`src/rtl/debug_step_controller.sv`:
```
// debug_step_controller
//   Generates the CPU clock-enable pulse train for the debug clocking scheme.
//   The CPU always runs on i_CLK; this block only decides in which cycles the
//   core is allowed to advance.
//
//   Ports
//     i_CLK        system clock
//     i_RST        asynchronous active-high reset
//     i_Mode       raw mode switches: 00 HALT, 01 STEP, 10 SLOW, 11 RUN
//     i_Step_Btn   raw, bouncy step push-button (active-high)
//     i_Halt       synchronous breakpoint hit from the CPU side
//     o_CLK_EN     registered single-cycle CPU clock enable
//     o_Halted     breakpoint latch
//     o_Step_Count number of delivered enables, wraps at 16 bits
//
//   Debounce FSM
//     state        | meaning
//     DB_IDLE      | button released and accepted as released
//     DB_ARMING    | button seen high, counting stable-high cycles
//     DB_PRESSED   | press accepted, step already requested
//     DB_RELEASING | button seen low, counting stable-low cycles
module debug_step_controller #(
    parameter int DIV             = 50_000_000,
    parameter int DEBOUNCE_CYCLES = 1_000_000,
    parameter int CNT_W           = 32
) (
    input  logic        i_CLK,
    input  logic        i_RST,
    input  logic [1:0]  i_Mode,
    input  logic        i_Step_Btn,
    input  logic        i_Halt,
    output logic        o_CLK_EN,
    output logic        o_Halted,
    output logic [15:0] o_Step_Count
);

    localparam logic [1:0] MODE_HALT = 2'b00;
    localparam logic [1:0] MODE_STEP = 2'b01;
    localparam logic [1:0] MODE_SLOW = 2'b10;
    localparam logic [1:0] MODE_RUN  = 2'b11;

    localparam logic [CNT_W-1:0] DIV_LAST = CNT_W'(DIV - 1);
    localparam logic [CNT_W-1:0] DEB_LAST = CNT_W'(DEBOUNCE_CYCLES - 1);

    typedef enum logic [1:0] {
        DB_IDLE      = 2'd0,
        DB_ARMING    = 2'd1,
        DB_PRESSED   = 2'd2,
        DB_RELEASING = 2'd3
    } db_state_e;

    logic [1:0]       mode_meta_q, mode_q;
    logic             btn_meta_q, btn_q;
    db_state_e        db_state_q, db_state_d;
    logic [CNT_W-1:0] db_cnt_q, db_cnt_d;
    logic             step_req;
    logic [CNT_W-1:0] div_q, div_d;
    logic             en_q, en_d;
    logic             halted_q, halted_d;
    logic [15:0]      count_q, count_d;
    logic             mode_chg;

    // Two-flop synchronizers for the asynchronous switches and button
    always_ff @(posedge i_CLK or posedge i_RST) begin
        if (i_RST) begin
            mode_meta_q <= MODE_HALT;
            mode_q      <= MODE_HALT;
            btn_meta_q  <= 1'b0;
            btn_q       <= 1'b0;
        end else begin
            mode_meta_q <= i_Mode;
            mode_q      <= mode_meta_q;
            btn_meta_q  <= i_Step_Btn;
            btn_q       <= btn_meta_q;
        end
    end

    // Debounce FSM: state register
    always_ff @(posedge i_CLK or posedge i_RST) begin
        if (i_RST) begin
            db_state_q <= DB_IDLE;
            db_cnt_q   <= '0;
        end else begin
            db_state_q <= db_state_d;
            db_cnt_q   <= db_cnt_d;
        end
    end

    // Debounce FSM: next state. Comparing against DEBOUNCE_CYCLES-1 means the
    // count "reaches" DEBOUNCE_CYCLES in the same cycle the transition happens.
    always_comb begin
        db_state_d = db_state_q;
        db_cnt_d   = db_cnt_q;
        case (db_state_q)
            DB_IDLE: begin
                if (btn_q) begin
                    db_state_d = DB_ARMING;
                    db_cnt_d   = CNT_W'(1);
                end
            end
            DB_ARMING: begin
                if (!btn_q) begin
                    db_state_d = DB_IDLE;
                    db_cnt_d   = '0;
                end else if (db_cnt_q == DEB_LAST) begin
                    db_state_d = DB_PRESSED;
                    db_cnt_d   = '0;
                end else begin
                    db_cnt_d = db_cnt_q + CNT_W'(1);
                end
            end
            DB_PRESSED: begin
                if (!btn_q) begin
                    db_state_d = DB_RELEASING;
                    db_cnt_d   = CNT_W'(1);
                end
            end
            DB_RELEASING: begin
                if (btn_q) begin
                    db_state_d = DB_PRESSED;
                    db_cnt_d   = '0;
                end else if (db_cnt_q == DEB_LAST) begin
                    db_state_d = DB_IDLE;
                    db_cnt_d   = '0;
                end else begin
                    db_cnt_d = db_cnt_q + CNT_W'(1);
                end
            end
            default: begin
                db_state_d = DB_IDLE;
                db_cnt_d   = '0;
            end
        endcase
    end

    // Debounce FSM: output, one cycle on the ARMING->PRESSED transition
    always_comb begin
        step_req = (db_state_q == DB_ARMING) && btn_q && (db_cnt_q == DEB_LAST);
    end

    // A change is detected one stage early so the divider and the breakpoint
    // latch are already cleared in the first cycle the new mode is in effect.
    assign mode_chg = (mode_meta_q != mode_q);

    always_comb begin
        case (mode_q)
            MODE_STEP: en_d = step_req;
            // i_Halt also kills the pulse that would otherwise land with it
            MODE_SLOW: en_d = (div_q == DIV_LAST) && !halted_q && !i_Halt;
            MODE_RUN:  en_d = !halted_q && !i_Halt;
            default:   en_d = 1'b0;
        endcase

        halted_d = halted_q;
        if (mode_chg) begin
            halted_d = 1'b0;
        end else if (mode_q[1] && i_Halt) begin
            halted_d = 1'b1;
        end

        if (mode_chg || (div_q == DIV_LAST)) begin
            div_d = '0;
        end else begin
            div_d = div_q + CNT_W'(1);
        end

        count_d = count_q + {15'd0, en_q};
    end

    always_ff @(posedge i_CLK or posedge i_RST) begin
        if (i_RST) begin
            en_q     <= 1'b0;
            halted_q <= 1'b0;
            div_q    <= '0;
            count_q  <= '0;
        end else begin
            en_q     <= en_d;
            halted_q <= halted_d;
            div_q    <= div_d;
            count_q  <= count_d;
        end
    end

    assign o_CLK_EN     = en_q;
    assign o_Halted     = halted_q;
    assign o_Step_Count = count_q;

endmodule
```
`config.mk`:
```
export PLATFORM = sky130hd
export DESIGN_NAME = debug_step_controller
export DESIGN_NICKNAME = d
export VERILOG_FILES = /design/src/rtl/debug_step_controller.sv
export SDC_FILE = /design/constraint.sdc
export NUM_CORES = 1
export LEC_CHECK = 0
export CORE_MARGIN = 2
export CORE_UTILIZATION = 60
export CTS_CLUSTER_DIAMETER = 200
export DETAILED_ROUTE_END_ITERATION = 8
export GPL_TIMING_DRIVEN = 0
export PLACE_DENSITY = 0.9
export SETUP_SLACK_MARGIN = 0.05
export SLEW_MARGIN = 15
export SYNTH_ARGS = -nofsm -noshare
export SYNTH_HDL_FRONTEND = slang
export SYNTH_SLANG_ARGS = --single-unit
```
`constraint.sdc`:
```
create_clock -name i_CLK -period 3.8 [get_ports i_CLK]
set_input_delay 0.57 -clock i_CLK [delete_from_list [all_inputs] [get_ports i_CLK]]
set_output_delay 0.57 -clock i_CLK [all_outputs]
set_load 0.005 [all_outputs]
```
Yosys cells after proc, flatten, opt, wreduce, memory -nomap -nowiden. Cells that the tools add are included.

Add/subtract/negate cells: 3. Equal/unequal tests: 13. Multiplexer cells: 17. Reductions and logical operators: 13.

Operators with widths (number): 32-bit 2-to-1 mux (6); 32-bit case mux with 4 select lines (1); 32-bit by 1-bit adder with 32-bit output (second input constant) (2); 32-bit by 20-bit == test with 1-bit output (second input constant) (1); 32-bit by 26-bit == test with 1-bit output (second input constant) (1); 16-bit by 1-bit adder with 16-bit output (1); 2-bit 2-to-1 mux (6); 2-bit == test (second input constant) (4); 2-bit case mux with 4 select lines (1); 1-bit logical AND (6); 3-bit != test (second input constant) (2); 2-bit by 1-bit == test with 1-bit output (second input constant) (2); 2-bit != test (second input constant) (2); 4-bit AND reduction (1); 1-bit case mux with 3 select lines (1); 1-bit logical NOT (2); 2-bit logical NOT (1); 1-bit 2-to-1 mux (2); 2-bit != test (1); 2-bit AND reduction (1); 2-bit nonzero test (1); 1-bit logical OR (1).

Register bits after elaboration: 90. Input port bits: 6. Output and inout port bits: 18. Logic and storage cells: 56.

Longest topological paths before layout. Gate-level depths: netlist of the first run.

Depth in word-level cells: 4. Gate-level depth with buffers: 8. Depth with buffers taken out: 6.

Least setup slack after synthesis of the first run. Ideal clock, no wire load.

Path kind: register to register. Start: register db_cnt_q[9]. End: register db_cnt_q[26]. Setup time: 0.069 ns. Data arrival time: 2.039 ns. Required time: 3.731 ns. Setup slack: 1.692 ns. Stages on the path, launching flop included: 6. Buffers on the path: 0. Clock period less this slack: 2.108 ns. Cells stage by stage: dfrtp_1 > nand2_2 > or4_4 > or4_1 > or4_1 > nand3_1.

Cells in the longest elaborated chain, start to end: 4. Elaborated cells between the ends (all ways): 6. Classes of those cells: 1 x add/sub; 1 x eq/ne; 4 x mux.

Ends and longest elaborated chain: from (decl) (line 55) `logic [CNT_W-1:0] db_cnt_q, db_cnt_d;`; from (signal assigned) (line 85) `db_cnt_q <= db_cnt_d;`; 32-bit by 1-bit adder with 32-bit output or 32-bit by 20-bit == test with 1-bit output (tied branches); 32-bit 2-to-1 mux (*) (line 105, 122); 32-bit 2-to-1 mux, on equally long branches (line 119, 102); 32-bit case mux with 4 select lines (*) (line 94) `case (db_state_q)`.

Mark *: on every way between the ends. The rest lies on a longest branch, timed or not. A chain may end at the register's enable or synchronous reset.

Worst setup path in the final report of the first run.
Start: register db_cnt_q[10]. End: register db_cnt_q[27].

The elaborated chain is that of the path after synthesis.

==> results of run 1 <==
[final timing paths]
kind,end,slack [ps]
worst min-delay path,btn_q,380
max in group asynchronous,db_cnt_q[24],2570
min in group asynchronous,o_Step_Count[2],620
worst max-delay path,db_cnt_q[27],1160
worst min register to register,btn_q,380
worst max register to register,db_cnt_q[27],1160
[routing by layer]
metal	global-route usage (%)	wire length, um	vias to the layer above
met5	0	0	-
met4	9.722	261	0
met3	5.477	651	33
met2	45.10	5284	174
met1	36.78	4334	1892
li1	-	-	1820
[state kept, by name (all words and copies together) (netlist names), named ones only]
register      flops
db_cnt_q         32
div_q            32
o_Step_Count     16
mode_meta_q       2
mode_q            2
btn_meta_q        1
btn_q             1
db_state_q        1
o_CLK_EN          1
o_Halted          1
[cells by family after synthesis]
logic type                 share of synthesized area, %
adders and majority gates                         1.090
and+or+nand+nor                                   27.64
AOI/OAI and AO/OA                                 9.049
xor gates and xnor gates                          9.539
muxes                                            0.4633
buffers and inverters                             3.162
DFF                                               49.06
[final cells by class]
type | count | area [um^2] | area share, %
clock inverters | 6 | 56.30 | 1.089
flip-flops and latches | 90 | 2252 | 43.57
well taps | 99 | 123.9 | 2.397
clock buffers | 10 | 137.6 | 2.663
repair buffers | 24 | 257.7 | 4.987
plain buffers | 26 | 107.6 | 2.082
multi-input cells | 359 | 2193 | 42.44
inverters | 10 | 40.04 | 0.7746
[Yosys cell counts (2+ instances only)]
cell      number  share of area [%]
a21oi_1        4               0.44
a22o_1         6                1.1
a31oi_1       24                3.3
a41oi_1        6                1.1
and2_1         7               0.95
and3_1        12                1.6
and4_1         7                1.3
buf_2          2               0.22
clkbuf_1      23                1.9
dfrtp_1       90                 49
ha_1           4                1.1
inv_1         10               0.82
nand2_1       35                2.9
nand2_2        2               0.27
nand3_1       41                4.5
nand4_1       16                2.2
nor2_1        50                4.1
nor2b_1        2               0.27
nor3_1        20                2.2
nor3b_1        2               0.33
nor4_1        18                2.5
o21ai_0       12                1.3
o31ai_1        4               0.65
or2_2          4               0.55
or3_1         10                1.4
or4_1          7                1.1
or4_4          2               0.49
xnor2_1       36                6.9
xor2_1        14                2.7
[power by group through the flow]
| stage | sequential [mW] | clock, mW | combinational [mW] |
|---|---|---|---|
| 4_1_cts | 1.07 | 0.652 | 0.513 |
| 3_5_place_dp | 1.09 | 0 | 0.509 |
| 6_report | 1.07 | 0.636 | 0.518 |
| 5_1_grt | 1.08 | 0.694 | 0.575 |
| 3_3_place_gp | 1.08 | 0 | 0.482 |
| 2_1_floorplan | 1.08 | 0 | 0.328 |
[worst register-to-register path, delay by kind of cell, from the launching register on]
family,cells,cell delay (ps)
simple gates,4,1120
flops,1,470
compound gates,1,240
buf+inv,2,700
[placed cells by master, fill, tap and decap left out, drive strengths merged, types with 6 or more instances in the layout]
| cell type | instances |
|---|---|
| or3 | 11 |
| inv | 15 |
| nor4 | 19 |
| dfrtp | 90 |
| xor2 | 14 |
| nor3 | 20 |
| clkbuf | 33 |
| nand2 | 37 |
| a41oi | 6 |
| and3 | 13 |
| clkdlybuf4s50 | 23 |
| and2 | 8 |
| xnor2 | 36 |
| nor2 | 50 |
| a22o | 6 |
| nand4 | 16 |
| or4 | 9 |
| nand3 | 41 |
| o21ai | 12 |
| and4 | 7 |
| a31oi | 24 |
==> results.md, run 1 <==
- Share of the yosys chip area belonging to registers: 49.06%
- First-pass GRT wire length: 18860 um
- Data arrival, critical path: between 2000 and 3000 ps
- Number of antenna violations at the first check in global routing: 0
- Switching power summed over all nets: 0.7473 mW
- Combined global-route utilization of all metal layers: 27.61%
- Total setup buffers inserted after CTS: 0
- Port Buf Inserts: 23
- Setup total negative slack: 0 ps
- Final min period: 2636 ps
- Vias: 3919
- Area enclosed by the die boundary: 8367 um^2
- Logic depth of the worst setup path including buffers: 7
- CTS tree: done
- Worst-path fanout max: 10
- Standard-cell rows: 31
- Antenna Cells: 0
- Standard cell core area: 7331 um^2
- Final instance count without filler cells: 624
- Status: completed
- Number of max-capacitance violations reported: 0
- Cell at the root of the clock tree: clkbuf_8
- Worst hold path class: flop to flop
- Pin count of the biggest net entering global routing: 48
- Launch point of the worst hold path: btn_meta_q
- Half-perimeter wire length after detailed placement: around 7400 um
- Synth warn: 0
- H-tree depth reported by CTS: 3
- Start point of the critical path: db_cnt_q[10]
- Fin crit share: 69.37%
- Number of pins with negative max-slew slack in the final report: 0
- Pleak: 2.022 nW
- Num Clock Sinks: 90
- Synthesized instance count: between 400 and 500
- Number of cells traversed by the worst hold path: 0
- Aggregate global routing overflow: 0
- Buffers plus inverters on the worst setup path: 2
- Endpoints failing hold: 0
- Comb power frac: between 20% and 30%
- Cell family with the largest share of critical-path delay: simple AND/OR/NAND/NOR gates
- Clock Latency Late Sink: 370 ps
- RD Place Congestion: 0.9272
- Clock Skew: 12.35 ps
- Worst setup SP type: flop
- Area of the mapped netlist: 4591 um^2
- R2R Path Start: db_cnt_q[10]
- Number of buffers added by the clock tree synthesis step: 9
- Chip height: 91.47 um
- Register-to-Register Path Depth: 7
- Area after detailed placement: 4975 um^2
- Die width: between 90 and 100 um
- Vias in the first global route: 3958
- Crit-path cells: or4_1, nor3_1, and3_1, clkbuf_1, buf_2, nor2_1, a22o_1
- Slowest cell on the critical path: or4_1
- Slowest cell delay on critical path: between 500 and 600 ps
- Dominant register cell in the synthesized netlist: dfrtp_1
- Crit Path Category: flop to flop
- Iteration-0 DRC Markers: around 380
- Hold slack final: ~380 ps
- Length of the first detailed-routing pass in iterations: 7
- Total power: between 2 and 2.5 mW
- Nature of the critical path endpoint: flop
- Mapped Nets: 495
- Power density over the cells: roughly 430 nW/um^2
- Clock-pin transition on the worst setup and hold timing paths: approximately 100 ps
- Detail Route Antenna Nets: 0
- Unrepaired setup endpoints after global routing: no
- Worst-case clock buffer depth: 2
- Fmax: 379.3 MHz
- Setup-failing EPs final: 0
- Proportion of total power due to net switching: 33.60%
- Net count reported at finish: 530
- Worst VDD drop: 0.2718 mV
- Total wire length after detailed routing: ~11000 um
- Headroom to the max-slew limit: 45.79%
- Average instance area after synthesis: 9.465 um^2
- Internal Dissipation: 1.477 mW
- Share of synthesized flip-flops with an asynchronous set or reset: 100.0%
- Post-DR wirelength/cell: 16.88 um
- Post-layout worst setup margin: 1164 ps
- Proportion of power drawn by flip-flops and latches: just under 50%
- Transition time of the tightest slew-check pin: 806.4 ps
- Residual DRC: 0
- Post-CTS sizing: 0
- # placed instances: 608
- Setup slack after placement: roughly 1200 ps
- Via/cell ratio: 6.280
- Clk network pwr share: between 20 and 30%
- Post-Route Utilization: 70.51%
- Synth-to-Final Area Change: 12.59%
- EDFF count, synth: 0
- Number of top-level design ports: 24
- Fillers: ~550
- Initial cell density of the core: 62.62%
- Required @ worst endpoint: 4050 ps
- Hold buffer count at cts: 0
- Unique masters post-synth: 44
- Register bit count reported by yosys: 90
- Fraction of layout instances using a drive strength above 1: under 10%
- Cell area after layout: 5169 um^2
Note: power is estimated with default switching activity, not from simulation.
==> run 2: changes to the inputs <==
clock period = 2.49 ns   (was 3.8 ns; I/O delays follow)
==> run 2 against run 1 <==
The run now ends with negative setup slack left. Total power grew 49%. Clock skew is 2.7 ps lower. First-iteration DRC count grew 20%. Flip-flop and latch count did not move. Critical endpoint unchanged. Core utilization up 0.31 points. Highest routed layer unchanged. Clock power up 42%. Wire length is 0.10% higher. Cell count unchanged. Via count increased by 1.9%. Worst hold slack gained 6.6 ps. Sequential power up 52%.
==> results.md, run 2 (synthesis results as in run 1) <==
- Status: finished, violations left
- Failing checks: negative setup slack
- Worst hold path class: primary input to async pin
- Cell at the root of the clock tree: clkbuf_8
- Fraction of layout instances using a drive strength above 1: 8.190%
- Standard cell core area: 7331 um^2
- Worst-path fanout max: 9
- Chip height: 91.47 um
- Synth-to-Final Area Change: 13.08%
- Port Buf Inserts: 23
- Vias: 3992
- Setup-failing EPs final: 1
- Hold buffer count at cts: 0
- Endpoints failing hold: 0
- Required @ worst endpoint: ~2700 ps
- H-tree depth reported by CTS: 3
- Clock Latency Late Sink: between 300 and 400 ps
- RD Place Congestion: between 0.9 and 1
- Clock-pin transition on the worst setup and hold timing paths: about 90 ps
- Post-DR wirelength/cell: 16.90 um
- Number of antenna violations at the first check in global routing: 0
- Final min period: 2494 ps
- Post-layout worst setup margin: -4.404 ps
- Die width: 91.47 um
- Capturing point of the worst reg2reg path: db_cnt_q[27]
- Number of top-level design ports: 24
- Power density over the cells: 639.8 nW/um^2
- Data arrival, critical path: roughly 2700 ps
- Reg-to-reg setup timing slack: -4 ps
- Pleak: 2.025 nW
- Detail Route Antenna Nets: 0
- Num Clock Sinks: 90
- Length of the first detailed-routing pass in iterations: 7
- Net count reported at finish: 531
- Commonest cells after routing, fill and taps aside: dfrtp_1 (90), nor2_1 (50), nand3_1 (40)
- Headroom to the max-slew limit: 41.81%
- Total wire length after detailed routing: 10540 um
- Standard-cell rows: 31
- Fin crit share: 100.2%
- Antenna Cells: 0
- Fmax: 400.9 MHz
- Clock Skew: slightly below 10 ps
- Residual DRC: 0
- Register-to-Register Path Depth: 6
- Initial cell density of the core: a little over three fifths
- Most frequent standard cell in the layout excluding fill and tap cells: dfrtp_1
- Hold slack final: 385.7 ps
- Transition time of the tightest slew-check pin: between 800 and 900 ps
- First-pass GRT wire length: approximately 19000 um
- Combined global-route utilization of all metal layers: 27.49%
- Vias in the first global route: 3866
- R2R Path Start: db_cnt_q[6]
- Half-perimeter wire length after detailed placement: 7368 um
- Number of max-capacitance violations reported: 0
- Worst-case clock buffer depth: 2
- Unrepaired setup endpoints after global routing: yes
- Number of buffers added by the clock tree synthesis step: 9
- Worst setup SP type: flop
- Via/cell ratio: roughly 6.4
- CTS tree: done
- Aggregate global routing overflow: 0
- Number of pins with negative max-slew slack in the final report: 0
- Worst VDD drop: 0.4128 mV
- Pin count of the biggest net entering global routing: 37
- Iteration-0 DRC Markers: 451
- Total power: approximately 3.3 mW
- Area enclosed by the die boundary: 8367 um^2
- Nature of the critical path endpoint: flop
- Crit Path Category: flop to flop
==> run 2: repair_timing <==
| action | in CTS | in global routing |
|---|---|---|
| pin swaps | 0 | 1 |
| hold endpoints to repair | 0 | 0 |
| gates resized for setup | 1 | 15 |
| buffers inserted | 0 | 1 |
| endpoints found under the setup margin | 9 | 56 |
==> run 2: layout make-up <==
cell class	instances	area [um^2]
Buffer	25	112.6
Clock buffer	10	137.6
Clock inverter	5	37.54
Fill cell	529	2140
Inverter	10	41.29
Multi-Input combinational cell	359	2208
Sequential cell	90	2252
Tap cell	99	123.9
Timing Repair Buffer	26	277.8
==> run 2: stage by stage <==
stage / std cells / worst slack, ps / instance area [um^2] / setup TNS, ps / utilization, %
2_1_floorplan: 485 / 382.0 / 4594 / 0 / -
3_3_place_gp: 607 / -34.59 / 4949 / -153.1 / 67.50
3_5_place_dp: 609 / -95.67 / 4989 / -495.1 / 68.05
4_1_cts: 623 / 128.6 / 5161 / 0 / 70.40
5_1_grt: 624 / 33.89 / 5191 / 0 / 70.81
6_report: 624 / -4.404 / 5191 / -4.404 / 70.81
==> run 2: report_power, final <==
part           leakage (nW)  total, mW  internal [mW]  switching (mW)
clock                0.0852      0.903          0.390           0.514
sequential             1.23       1.63           1.54          0.0861
combinational         0.713      0.790          0.301           0.489
==> run 2: worst max-delay path by stage <==
| stage | end | cells after the start | slack (ps) | startpoint |
|---|---|---|---|---|
| final | db_cnt_q[27] | 6 | -4 | db_cnt_q[6] |
| after global routing | db_cnt_q[27] | 6 | 30 | db_cnt_q[6] |
| after CTS | db_cnt_q[27] | 6 | 130 | db_cnt_q[10] |
| after detailed placement | db_cnt_q[4] | 7 | -100 | db_cnt_q[10] |
| after global placement | db_cnt_q[25] | 7 | -30 | db_cnt_q[10] |
| after floorplan | db_cnt_q[26] | 5 | 380 | db_cnt_q[9] |
==> run 2: per-layer routing <==
metal  wire length (um)  track usage [%]  share of wire, %  vias up
met5                  0                0                 0        -
met4                174            9.722               1.7        0
met3                717            5.809               6.8       22
met2               5285            44.55                50      163
met1               4366            36.71                41     1979
li1                   -                -                 -     1828
==> run 2: critical path: stages, from the launching register on <==
cell	delay [ps]
dfrtp_1	340
clkbuf_1	330
nand4_1	280
nor4_1	700
nand3_1	230
a31o_2	330
a22o_1	180
==> run 3: changes to the inputs <==
ABC_AREA = 1   (was not set)
CORE_UTILIZATION = 61   (was 60)
SLEW_MARGIN = 20   (was 15)
==> run 3 against run 2 <==
The run now ends clean. Design area grew 11%. Global-route usage grew 0.22 points. Fmax grew 40%. Non-clock buffer count shrank 18. Total power grew 4.0%. Synthesized cell count grew 37%. Sequential power is essentially flat. Synthesized area grew 12%. Cell count grew 30%. Core utilization shrank 0.076 points. Critical endpoint is now o_Step_Count[12]. Largest cell class is now multi-input gates.
==> results.md, run 3 <==
- Status: completed
- Half-perimeter wire length after detailed placement: 8641 um
- Setup-failing EPs final: 0
- Headroom to the max-slew limit: 51.44%
- Power density over the cells: 597.5 nW/um^2
- Cell family with the largest share of critical-path delay: simple AND/OR/NAND/NOR gates
- Cell at the root of the clock tree: clkbuf_8
- Iteration-0 DRC Markers: 348
- RD Place Congestion: 0.9409
- Slowest cell delay on critical path: about 400 ps
- Detail Route Antenna Nets: 0
- Launch point of the worst hold path: btn_meta_q
- Num Clock Sinks: 90
- Worst-case clock buffer depth: 2
- Clk network pwr share: 35.8%
- Pleak: 2.436 nW
- CTS tree: done
- Via/cell ratio: 5.450
- Synth-to-Final Area Change: 12.73%
- Switching power summed over all nets: ~1 mW
- Biggest area contributors in the synthesized netlist: dfrtp_1 (44%), nand2_1 (13%), nor2_1 (7.5%)
- Final instance count without filler cells: 809
- Vias in the first global route: 4221
- EDFF count, synth: 0
- Worst VDD drop: 0.4145 mV
- Aggregate global routing overflow: 0
- Comb power frac: 17.1%
- Unique masters post-synth: 35
- Standard-cell rows: 33
- Setup slack after placement: around 720 ps
- Share of synthesized flip-flops with an asynchronous set or reset: 100.0%
- Vias: 4409
- Synth warn: 0
- Hold slack final: 359.2 ps
- Synthesized instance count: roughly 660
- Setup total negative slack: 0 ps
- Pin count of the biggest net entering global routing: 34
- Data arrival, critical path: 2070 ps
- Commonest cells after routing, fill and taps aside: nand2_1 (171), nor2_1 (103), dfrtp_1 (90)
- Post-DR wirelength/cell: 14.31 um
- Number of buffers added by the clock tree synthesis step: 9
- Proportion of total power due to net switching: roughly 30%
- Average instance area after synthesis: 7.737 um^2
- Crit-path cells: ha_1, ha_1, nand2_1, nor2_2, nand3_1, nor2_2, nand3_1, nor2_1, xor2_1
- Unrepaired setup endpoints after global routing: no
- Start point of the critical path: o_CLK_EN
- Combined global-route utilization of all metal layers: roughly 28%
- Slowest cell on the critical path: dfrtp_1
- Antenna Cells: 0
- Clock Latency Late Sink: 360 ps
- Number of top-level design ports: 24
- Total setup buffers inserted after CTS: 0
- Total wire length after detailed routing: approximately 12000 um
- Fillers: 655
- Nature of the critical path endpoint: flop
- Clock Skew: 9.983 ps
- Fin crit share: 71.43%
- Synth cell count leaders: nand2_1 (171), nor2_1 (103), dfrtp_1 (90)
- Crit Path Category: flop to flop
- Dominant register cell in the synthesized netlist: dfrtp_1
- Worst-path fanout max: 3
- # placed instances: 793
- Proportion of power drawn by flip-flops and latches: between 40% and 50%
- Number of pins with negative max-slew slack in the final report: 0
- Total power: approximately 3.5 mW
- Internal Dissipation: between 2 and 2.5 mW
- Post-CTS sizing: 0
- Endpoints failing hold: 0
- Number of antenna violations at the first check in global routing: 0
- Required @ worst endpoint: 2790 ps
- R2R Path Start: o_CLK_EN
- Register bit count reported by yosys: 90
- Fraction of layout instances using a drive strength above 1: 10.37%
- Proportion of netlist area held by the largest area contributor: 43.90%
- Fmax: 562.2 MHz
- Initial cell density of the core: 62.75%
- Post-layout worst setup margin: 711.3 ps
- Standard cell core area: 8175 um^2
- Worst hold path class: flop to flop
- Port Buf Inserts: 23
- H-tree depth reported by CTS: 3
- Hold buffer count at cts: 0
- Die width: 95.71 um
- Clock-pin transition on the worst setup and hold timing paths: 100 ps
- Number of max-capacitance violations reported: 0
- Most frequent standard cell in the layout excluding fill and tap cells: nand2_1
- Cell with the most instances after synthesis: nand2_1
- Residual DRC: 0
- First-pass GRT wire length: approximately 20000 um
- Mapped Nets: approximately 670
- Length of the first detailed-routing pass in iterations: 6
- Area enclosed by the die boundary: approximately 9200 um^2
- Area of the mapped netlist: 5130 um^2
- Final min period: ~1800 ps
- Share of the yosys chip area belonging to registers: 43.90%
- Cell taking the most area after synthesis: dfrtp_1
- Worst setup SP type: flop
- Transition time of the tightest slew-check pin: 726.9 ps
- Buffers plus inverters on the worst setup path: 0
- Chip height: 95.71 um
- Net count reported at finish: 709
## run 3: metrics by stage
step,cell area (um^2),util [%]
2_1_floorplan,5134,-
3_3_place_gp,5495,67.22
3_5_place_dp,5535,67.71
4_1_cts,5783,70.74
5_1_grt,5783,70.74
6_report,5783,70.74
## run 3: kinds of logic (layout without fill, tap and decap cells)
family                   count (synthesis)  after routing  synth area share, %
adder cells (fa/ha/maj)                  4              4               0.9756
XOR/XNOR                                50             50                8.537
AND/OR/NAND/NOR                        405            405                36.44
AO/OA/AOI/OAI                           31             31                3.488
flip-flops                              90             90                43.90
buffers and inverters                   83            124                6.658
## run 3: path summary, 6_finish.rpt
path,end,slack [ps],cells past startpoint
max,o_Step_Count[12],710,9
min,btn_q,360,0
max reg2reg,o_Step_Count[12],710,9
min reg2reg,btn_q,360,0
max in group asynchronous,db_cnt_q[25],1190,4
min in group asynchronous,o_Step_Count[15],480,2
## run 3: layout make-up
type / count / area, um^2 / share of cell area (%)
inverters: 75 / 285.3 / 4.933
plain buffers: 8 / 60.06 / 1.039
flip-flops and latches: 90 / 2252 / 38.94
clock inverters: 7 / 123.9 / 2.142
multi-input cells: 490 / 2536 / 43.86
clock buffers: 9 / 123.9 / 2.142
well taps: 105 / 131.4 / 2.272
repair buffers: 25 / 270.3 / 4.673
## run 3: layer usage
layer	share of wire (%)	global-route usage [%]
met5	0	0
met1	45	39.31
met2	47	44.11
met4	1.9	9.643
met3	5.8	3.602
## run 3: worst register-to-register path: cells and delay by family (launching register included)
family,cells,cell delay [ps]
XOR/XNOR,1,150
adder cells (fa/ha/maj),2,440
AND/OR/NAND/NOR,6,730
flip-flops,1,400
## run 3: power by group through the flow
stage / logic, mW / registers (mW) / clock network (mW)
6_report: 0.591 / 1.63 / 1.24
3_3_place_gp: 0.563 / 1.64 / 0
3_5_place_dp: 0.592 / 1.65 / 0
4_1_cts: 0.596 / 1.63 / 1.25
5_1_grt: 0.654 / 1.64 / 1.31
2_1_floorplan: 0.362 / 1.64 / 0
